## src/rtl/ika2151_reg_write_sched.sv

```systemverilog
// Register-write scheduler: latches CPU address/data writes and commits each
// one as a strobe, global registers at once, per-slot registers when the
// operator pipeline reaches the target slot.
// Ports: i_EMUCLK/i_RST clock and sync reset, i_phi1_NCEN_n active-low enable,
//   i_CYCLE_31 slot-31 marker, i_AWR/i_DWR/i_DIN CPU writes; o_BUSY, o_SYNCED,
//   o_DROP status, o_WR_STB/GLB/ADDR/DATA/SLOT commit bundle.
module ika2151_reg_write_sched (
  input  logic       i_EMUCLK,
  input  logic       i_RST,
  input  logic       i_phi1_NCEN_n,
  input  logic       i_CYCLE_31,
  input  logic       i_AWR,
  input  logic       i_DWR,
  input  logic [7:0] i_DIN,
  output logic       o_BUSY,
  output logic       o_SYNCED,
  output logic       o_DROP,
  output logic       o_WR_STB,
  output logic       o_WR_GLB,
  output logic [7:0] o_WR_ADDR,
  output logic [7:0] o_WR_DATA,
  output logic [4:0] o_WR_SLOT
);

  typedef enum logic [1:0] {
    S_IDLE,
    S_WAIT,
    S_COMMIT
  } state_e;

  state_e     state_q;
  logic       awr_q, dwr_q;
  logic       synced_q, drop_q;
  logic       stb_q, busy_q, glb_q;
  logic [7:0] areg_q, addr_q, data_q;
  logic [4:0] scnt_q, slot_q;

  logic       en;
  logic       awr_rise, dwr_rise;
  logic [7:0] areg_d;
  logic       glb_d;
  logic [4:0] slot_d;
  logic [4:0] scnt_d;
  logic       match;

  always_comb begin
    en       = ~i_phi1_NCEN_n;
    awr_rise = i_AWR & ~awr_q;
    dwr_rise = i_DWR & ~dwr_q;
    // a same-enable address write feeds the data capture directly
    areg_d   = awr_rise ? i_DIN : areg_q;
    glb_d    = (areg_d[7:5] == 3'b000);
    slot_d   = 5'd0;
    unique case (1'b1)
      glb_d:                    slot_d = 5'd0;
      (areg_d[7:5] == 3'b001):  slot_d = {2'b00, areg_d[2:0]};
      default:                  slot_d = areg_d[4:0];
    endcase
    scnt_d   = i_CYCLE_31 ? 5'd0 : scnt_q + 5'd1;
    match    = synced_q && (scnt_q == slot_q);
  end

  always_ff @(posedge i_EMUCLK) begin
    if (i_RST) begin
      state_q  <= S_IDLE;
      awr_q    <= 1'b0;
      dwr_q    <= 1'b0;
      synced_q <= 1'b0;
      drop_q   <= 1'b0;
      stb_q    <= 1'b0;
      busy_q   <= 1'b0;
      glb_q    <= 1'b0;
      areg_q   <= 8'h00;
      addr_q   <= 8'h00;
      data_q   <= 8'h00;
      scnt_q   <= 5'd0;
      slot_q   <= 5'd0;
    end else if (en) begin
      awr_q  <= i_AWR;
      dwr_q  <= i_DWR;
      areg_q <= areg_d;
      scnt_q <= scnt_d;
      if (i_CYCLE_31) synced_q <= 1'b1;
      drop_q <= dwr_rise && (state_q != S_IDLE);
      unique case (state_q)
        S_IDLE: begin
          if (dwr_rise) begin
            addr_q  <= areg_d;
            data_q  <= i_DIN;
            glb_q   <= glb_d;
            slot_q  <= slot_d;
            busy_q  <= 1'b1;
            stb_q   <= glb_d;
            state_q <= glb_d ? S_COMMIT : S_WAIT;
          end
        end
        S_WAIT: begin
          if (match) begin
            stb_q   <= 1'b1;
            state_q <= S_COMMIT;
          end
        end
        S_COMMIT: begin
          stb_q   <= 1'b0;
          busy_q  <= 1'b0;
          state_q <= S_IDLE;
        end
        default: begin
          stb_q   <= 1'b0;
          busy_q  <= 1'b0;
          state_q <= S_IDLE;
        end
      endcase
    end
  end

  assign o_BUSY    = busy_q;
  assign o_SYNCED  = synced_q;
  assign o_DROP    = drop_q;
  assign o_WR_STB  = stb_q;
  assign o_WR_GLB  = glb_q;
  assign o_WR_ADDR = addr_q;
  assign o_WR_DATA = data_q;
  assign o_WR_SLOT = slot_q;

endmodule

```

## config.mk

```make
export PLATFORM = sky130hd
export DESIGN_NAME = ika2151_reg_write_sched
export DESIGN_NICKNAME = d
export VERILOG_FILES = /design/src/rtl/ika2151_reg_write_sched.sv
export SDC_FILE = /design/constraint.sdc
export NUM_CORES = 1
export LEC_CHECK = 0
export CAP_MARGIN = 10
export CORE_MARGIN = 2
export CORE_UTILIZATION = 45
export CTS_BUF_LIST = sky130_fd_sc_hd__clkbuf_4 sky130_fd_sc_hd__clkbuf_8
export DETAILED_ROUTE_END_ITERATION = 6
export GPL_ROUTABILITY_DRIVEN = 0
export GPL_TIMING_DRIVEN = 0
export HOLD_SLACK_MARGIN = 0.03
export PLACE_DENSITY = 0.73
export SYNTH_ARGS = -nofsm -noshare
export SYNTH_HDL_FRONTEND = slang
export SYNTH_SLANG_ARGS = --single-unit
export TNS_END_PERCENT = 10
```

## constraint.sdc

```tcl
create_clock -name i_EMUCLK -period 1.5 [get_ports i_EMUCLK]
set_input_delay 0.15 -clock i_EMUCLK [delete_from_list [all_inputs] [get_ports i_EMUCLK]]
set_output_delay 0.15 -clock i_EMUCLK [all_outputs]
set_load 0.01 [all_outputs]
```

==> metrics.txt, run 1 <==
starting density of the core 47.3%; final wirelength 3810 µm; WP data required 1730 ps; Worst setup SP type register; DR pass1 iterations 4; CTS Root Cell clkbuf_8; DRT iter0 DRCs 120; filler cell count in the final layout 341; most frequent cells in the layout nand2_1, dfxtp_1, clkdlybuf4s50_1; CORE AREA 3690 µm²; Synth Instances 203; die width 66.3 µm; Power Dens Cells 987 nW/µm²; gr ovfl total 0; Detailed Place HPWL 2720 µm; Area contributors post-synth dfxtp_1, nand2_1, a21oi_1; initial antenna violation count 0; FMAX 0.696 GHz; CP Cell Sequence nand2b_4, buf_6, mux2_4, or3_4, a21oi_2; setup TNS 0 ps; Critical Path End Type register; syn avg cell area 8.59 µm²; largest net degree at the start of global routing 12; Clock Sink Count 42; Cell Rows 22; Max-Cap Viols 0; IO Port Bufs 38; crit path DAT 1660 ps; antenna fix cells 0; post-synthesis net count 218; vias per cell 5.16; dpl cell area 2180 µm²; vias in the first global route 1408; Fin. Hold Viols 0; Yosys reg bits 42; Pwr Total 2320 µW; maximum vdd drop 0.000712 V; Crit Path Category reg -> reg; outcome finished, final reports clean; Final Max Slew Viols 0; post-synth cell types 31; routed len/inst 12.8 µm; residual DRC count 0; Synth Cell Area 1740 µm²; post-synthesis sequential area ratio 48.2%; Final period util 95.7%; nets@finish 264; layout cells sized above 1 14.1%; Max stage delay on crit path 370 ps; Vias 1534; Final Critical Period 1440 ps; first-pass GRT wire length 6410 µm; H-tree depth 2; Yosys top cell area share 48.2%; Hold Crit Class in -> reg; most common cell after layout, fill and taps aside nand2_1; Static Leak 0.000866 µW; clk slew on worst S/H paths 70 ps; Post-DRT Antenna Nets 0; Worst-Skew Late Latency 290 ps; Synth Warn # 0; CTS tree built; CP max FO 5; Overall Global Routing Usage 19.3%; Area Overhead vs Synth 34.6%; dominant cell type by area after synthesis dfxtp_1; highest-delay cell along the critical path or3_4; final setup skew 5.75 ps; Clock Path Buffers 2; Max-slew headroom 65.1%; die footprint 4390 µm²; number of I/O pins 40; post-route cell area 2350 µm²; CTS buffer count 5; # setup viols final 0; Die Span Y 66.3 µm; Worst-Margin Slew 524 ps
[routing by layer]
metal / vias up / share of wire [%] / track usage (%)
li1: 772 / - / -
met1: 727 / 49 / 25.9
met2: 31 / 45 / 29.8
met3: 4 / 4.9 / 5.96
met4: 0 / 0.94 / 5.61
met5: - / 0 / 0
[sequential cells by signal, indices dropped and copies added (netlist names)]
register,count
areg_q,8
awr_q,1
dwr_q,1
o_BUSY,1
o_DROP,1
o_SYNCED,1
o_WR_ADDR,8
o_WR_DATA,8
o_WR_GLB,1
o_WR_SLOT,5
scnt_q,5
state_q,2
[layout make-up]
cell class | count | area, µm² | share of cell area [%]
Clock buffer | 7 | 83.8 | 3.57
Buffer | 12 | 72.6 | 3.09
Tap cell | 48 | 60.1 | 2.56
Inverter | 2 | 10.0 | 0.426
Timing Repair Buffer | 39 | 390 | 16.6
Multi-Input combinational cell | 147 | 886 | 37.7
Sequential cell | 42 | 845 | 36.0
[cells in the mapped netlist]
cell and instances:
a21oi_1 30, nand2_1 45, inv_1 1, nand3b_1 1, nor3_1 2, mux2_2 5
nor2_1 20, nand3_1 4, dfxtp_1 42, nand4_1 1, nand2b_4 2, mux2i_1 7
or3_1 1, a221oi_1 1, o21ai_0 3, buf_6 1, buf_2 5, a211oi_1 3
nor2b_1 2, nor4_2 1, ha_1 1, a21o_1 1, clkbuf_1 6, inv_2 1
a32o_1 1, a2111oi_0 1, xor2_1 5, o211ai_1 3, nand2b_1 2, mux2_4 1
xnor2_1 4
[final timing paths]
kind | from | end | slack, ps | cells past startpoint
worst max-delay path | awr_q$_SDFFE_PP0N_ | o_WR_GLB$_SDFFE_PP0P_ | 60 | 5
worst min-delay path | i_RST | areg_q[3]$_SDFFE_PP0N_ | 270 | 2
worst max register to register | awr_q$_SDFFE_PP0N_ | o_WR_GLB$_SDFFE_PP0P_ | 60 | 5
worst min register to register | areg_q[3]$_SDFFE_PP0N_ | areg_q[3]$_SDFFE_PP0N_ | 450 | 2
[critical path: cells and delay by family (launching register included)]
family / cells / cell delay [ps]
multiplexers: 1 / 300
AND/OR/NAND/NOR: 2 / 500
AO/OA/AOI/OAI: 1 / 130
flip-flops: 1 / 320
buffers and inverters: 1 / 130
[logic make-up after synthesis]
logic type | Yosys count | synth area share (%)
AO/OA/AOI/OAI | 43 | 14.1
AND/OR/NAND/NOR | 81 | 20.6
XOR/XNOR | 9 | 4.52
flip-flops | 42 | 48.2
adder cells (fa/ha/maj) | 1 | 0.717
multiplexers | 13 | 8.11
buffers and inverters | 14 | 3.80
[metrics by stage]
step | hold WS [ps] | instances | setup slack [ps] | util [%]
finish | 266 | 297 | 64.0 | 63.6
global route | 313 | 297 | -12.9 | 63.6
CTS | 257 | 296 | 2.28 | 62.2
detailed placement | 445 | 289 | -491 | 59.2
global placement | 436 | 289 | -477 | 59.2
floorplan | 286 | 203 | 115 | -
[report_power, final]
part           internal, µW  leakage [µW]  switching [µW]
combinational           194      0.000477             200
sequential             1170      0.000343            36.3
clock                   357     0.0000452             359
total                  1720      0.000866             595
[repair_timing]
item,in CTS,in global routing
gates resized for setup,10,11
hold buffers,0,0
setup endpoints to repair,21,9
buffers inserted,0,1
pin swaps,1,4
Note: power is estimated with default switching activity, not from simulation.
==> inputs of run 2 (changes only) <==
- SKIP_LAST_GASP: default -> 1
==> metrics.txt, run 2 (same netlist as run 1, synthesis figures left out) <==
crit path DAT 1660 ps (about the same); vias in the first global route 1408 (unchanged); dpl cells 289 (unchanged); WP data required 1690 ps (-40 ps); Worst-Margin Slew 535 ps (+10.8 ps); clk slew on worst S/H paths 80 ps (about the same); residual DRC count 0 (unchanged); final setup skew 6.75 ps (+0.998 ps); nets@finish 264 (unchanged); Pwr Total 2310 µW (about the same); Clock Sink Count 42 (unchanged); Max-slew headroom 64.3% (-0.72 points); layout cells sized above 1 14.1% (unchanged); WP buf/inv 0 (-1); setup TNS 0 ps (unchanged); starting density of the core 47.3% (unchanged); internal power 1720 µW (about the same); highest-delay cell along the critical path a2111oi_2; Top Metal Used met4; Fin. Hold Viols 0 (unchanged); Worst setup SP type register; FMAX 0.680 GHz (-2.3%); Vias 1544 (+0.65%); sequential power share 52.1% (about the same); die width 66.3 µm (unchanged); Final Util 63.3% (-0.34 points); CTS Root Cell clkbuf_8; Register Area 845 µm² (unchanged); Hold Crit Class in -> reg; hold_ws 271 ps (+5.11 ps); Overall Global Routing Usage 19.3% (unchanged); Final Max Slew Viols 0 (unchanged); WL met3 204 µm (+9.7%); Clock Path Buffers 2 (unchanged); CP max FO 5 (unchanged); Post-DRT Antenna Nets 0 (unchanged); CP Cell Sequence nand2b_4, a2111oi_2, nand4_1, a32o_1; final non-filler cell total 297 (unchanged); first-pass GRT wire length 6410 µm (unchanged); H-tree depth 2 (unchanged); Detailed Place HPWL 2720 µm (unchanged); DRT met1 WL 1890 µm (+1.8%); worst reg-to-reg setup slack 30 ps (-30 ps); most common cell after layout, fill and taps aside nand2_1; die footprint 4390 µm² (unchanged); Final period util 98.0% (+2.3 points); Static Leak 0.000866 µW (about the same); Multi-input gate area 873 µm² (-1.4%); gr ovfl total 0 (unchanged); maximum vdd drop 0.000711 V (-0.15%); Area Overhead vs Synth 33.9%; unrepaired setup endpoints after global routing true; final wirelength 3840 µm (+0.84%); Crit Path Category reg -> reg; combinational share of power 16.9% (about the same); most frequent cells in the layout nand2_1, dfxtp_1, clkdlybuf4s50_1; CTS buffer count 5 (unchanged); largest net degree at the start of global routing 12 (unchanged); initial antenna violation count 0 (unchanged); Top delay family on crit path compound AO/OA/AOI/OAI gates; Switching Share 25.7% (about the same); Max-Cap Viols 0 (unchanged); IO Port Bufs 38 (unchanged); routed len/inst 12.9 µm (+0.84%); Switch Pwr 594 µW (-0.11%); Critical Path End Type register; Power Dens Cells 991 nW/µm² (+0.45%); Worst-Skew Late Latency 290 ps (about the same); DRT iter0 DRCs 113 (-5.8%); number of I/O pins 40 (unchanged); # setup viols final 0 (unchanged); DR pass1 iterations 4 (unchanged); outcome finished, final reports clean; met2 wire length 1720 µm (-0.92%); CORE AREA 3690 µm² (unchanged); filler cell count in the final layout 347 (+1.8%); Cell Rows 22 (unchanged); CTS tree built; vias per cell 5.20 (+0.65%); Final Critical Period 1470 ps (+34.1 ps); Max stage delay on crit path 360 ps (about the same); Die Span Y 66.3 µm (unchanged); antenna fix cells 0 (unchanged); clock share of power 31.0% (about the same)
## run 2: worst register-to-register path: cells and delay by family, from the launching register on
kind	cells	cell delay, ps
and+or+nand+nor	2	400
DFF	1	310
AOI/OAI and AO/OA	2	640
## run 2: path summary, 6_finish.rpt
check,start,endpoint,cells past startpoint
hold / removal,i_RST,areg_q[3]$_SDFFE_PP0N_,2
hold reg to reg,areg_q[3]$_SDFFE_PP0N_,areg_q[3]$_SDFFE_PP0N_,2
setup reg to reg,dwr_q$_SDFFE_PP0N_,state_q[0]$_SDFFE_PP0P_,4
setup / recovery,dwr_q$_SDFFE_PP0N_,state_q[0]$_SDFFE_PP0P_,4
## run 2: area by class of cell
type	instances	share of cell area, %
Sequential cell	42	36.2
Inverter	2	0.429
Clock buffer	7	3.59
Tap cell	48	2.57
Buffer	12	3.11
Timing Repair Buffer	39	16.7
Multi-Input combinational cell	147	37.4
## run 2: timing repair
action                                  4_1_cts  5_1_grt
resized for setup                             9       12
hold buffers                                  0        0
endpoints found under the setup margin       21       17
pin swaps                                     1        4
gates cloned                                  0        0
buffers inserted                              0        1
## run 2: layer usage
| layer | vias up | track usage (%) |
|---|---|---|
| li1 | 773 | - |
| met1 | 733 | 25.9 |
| met2 | 34 | 29.8 |
| met3 | 4 | 5.96 |
| met4 | 0 | 5.61 |
| met5 | - | 0 |
## run 2: through the flow
| step | area, µm² | setup WS [ps] |
|---|---|---|
| after floorplan | 1740 | 115 |
| after global placement | 2180 | -477 |
| after detailed placement | 2180 | -491 |
| after CTS | 2290 | -2.94 |
| after global routing | 2330 | -17.4 |
| final | 2330 | 30.0 |
## run 2: power groups by stage
stage / clock [µW] / combinational (µW) / sequential (µW)
6_report: 717 / 390 / 1210
3_5_place_dp: 0 / 363 / 1230
3_3_place_gp: 0 / 360 / 1230
2_1_floorplan: 0 / 193 / 1240
5_1_grt: 788 / 428 / 1210
4_1_cts: 730 / 373 / 1210
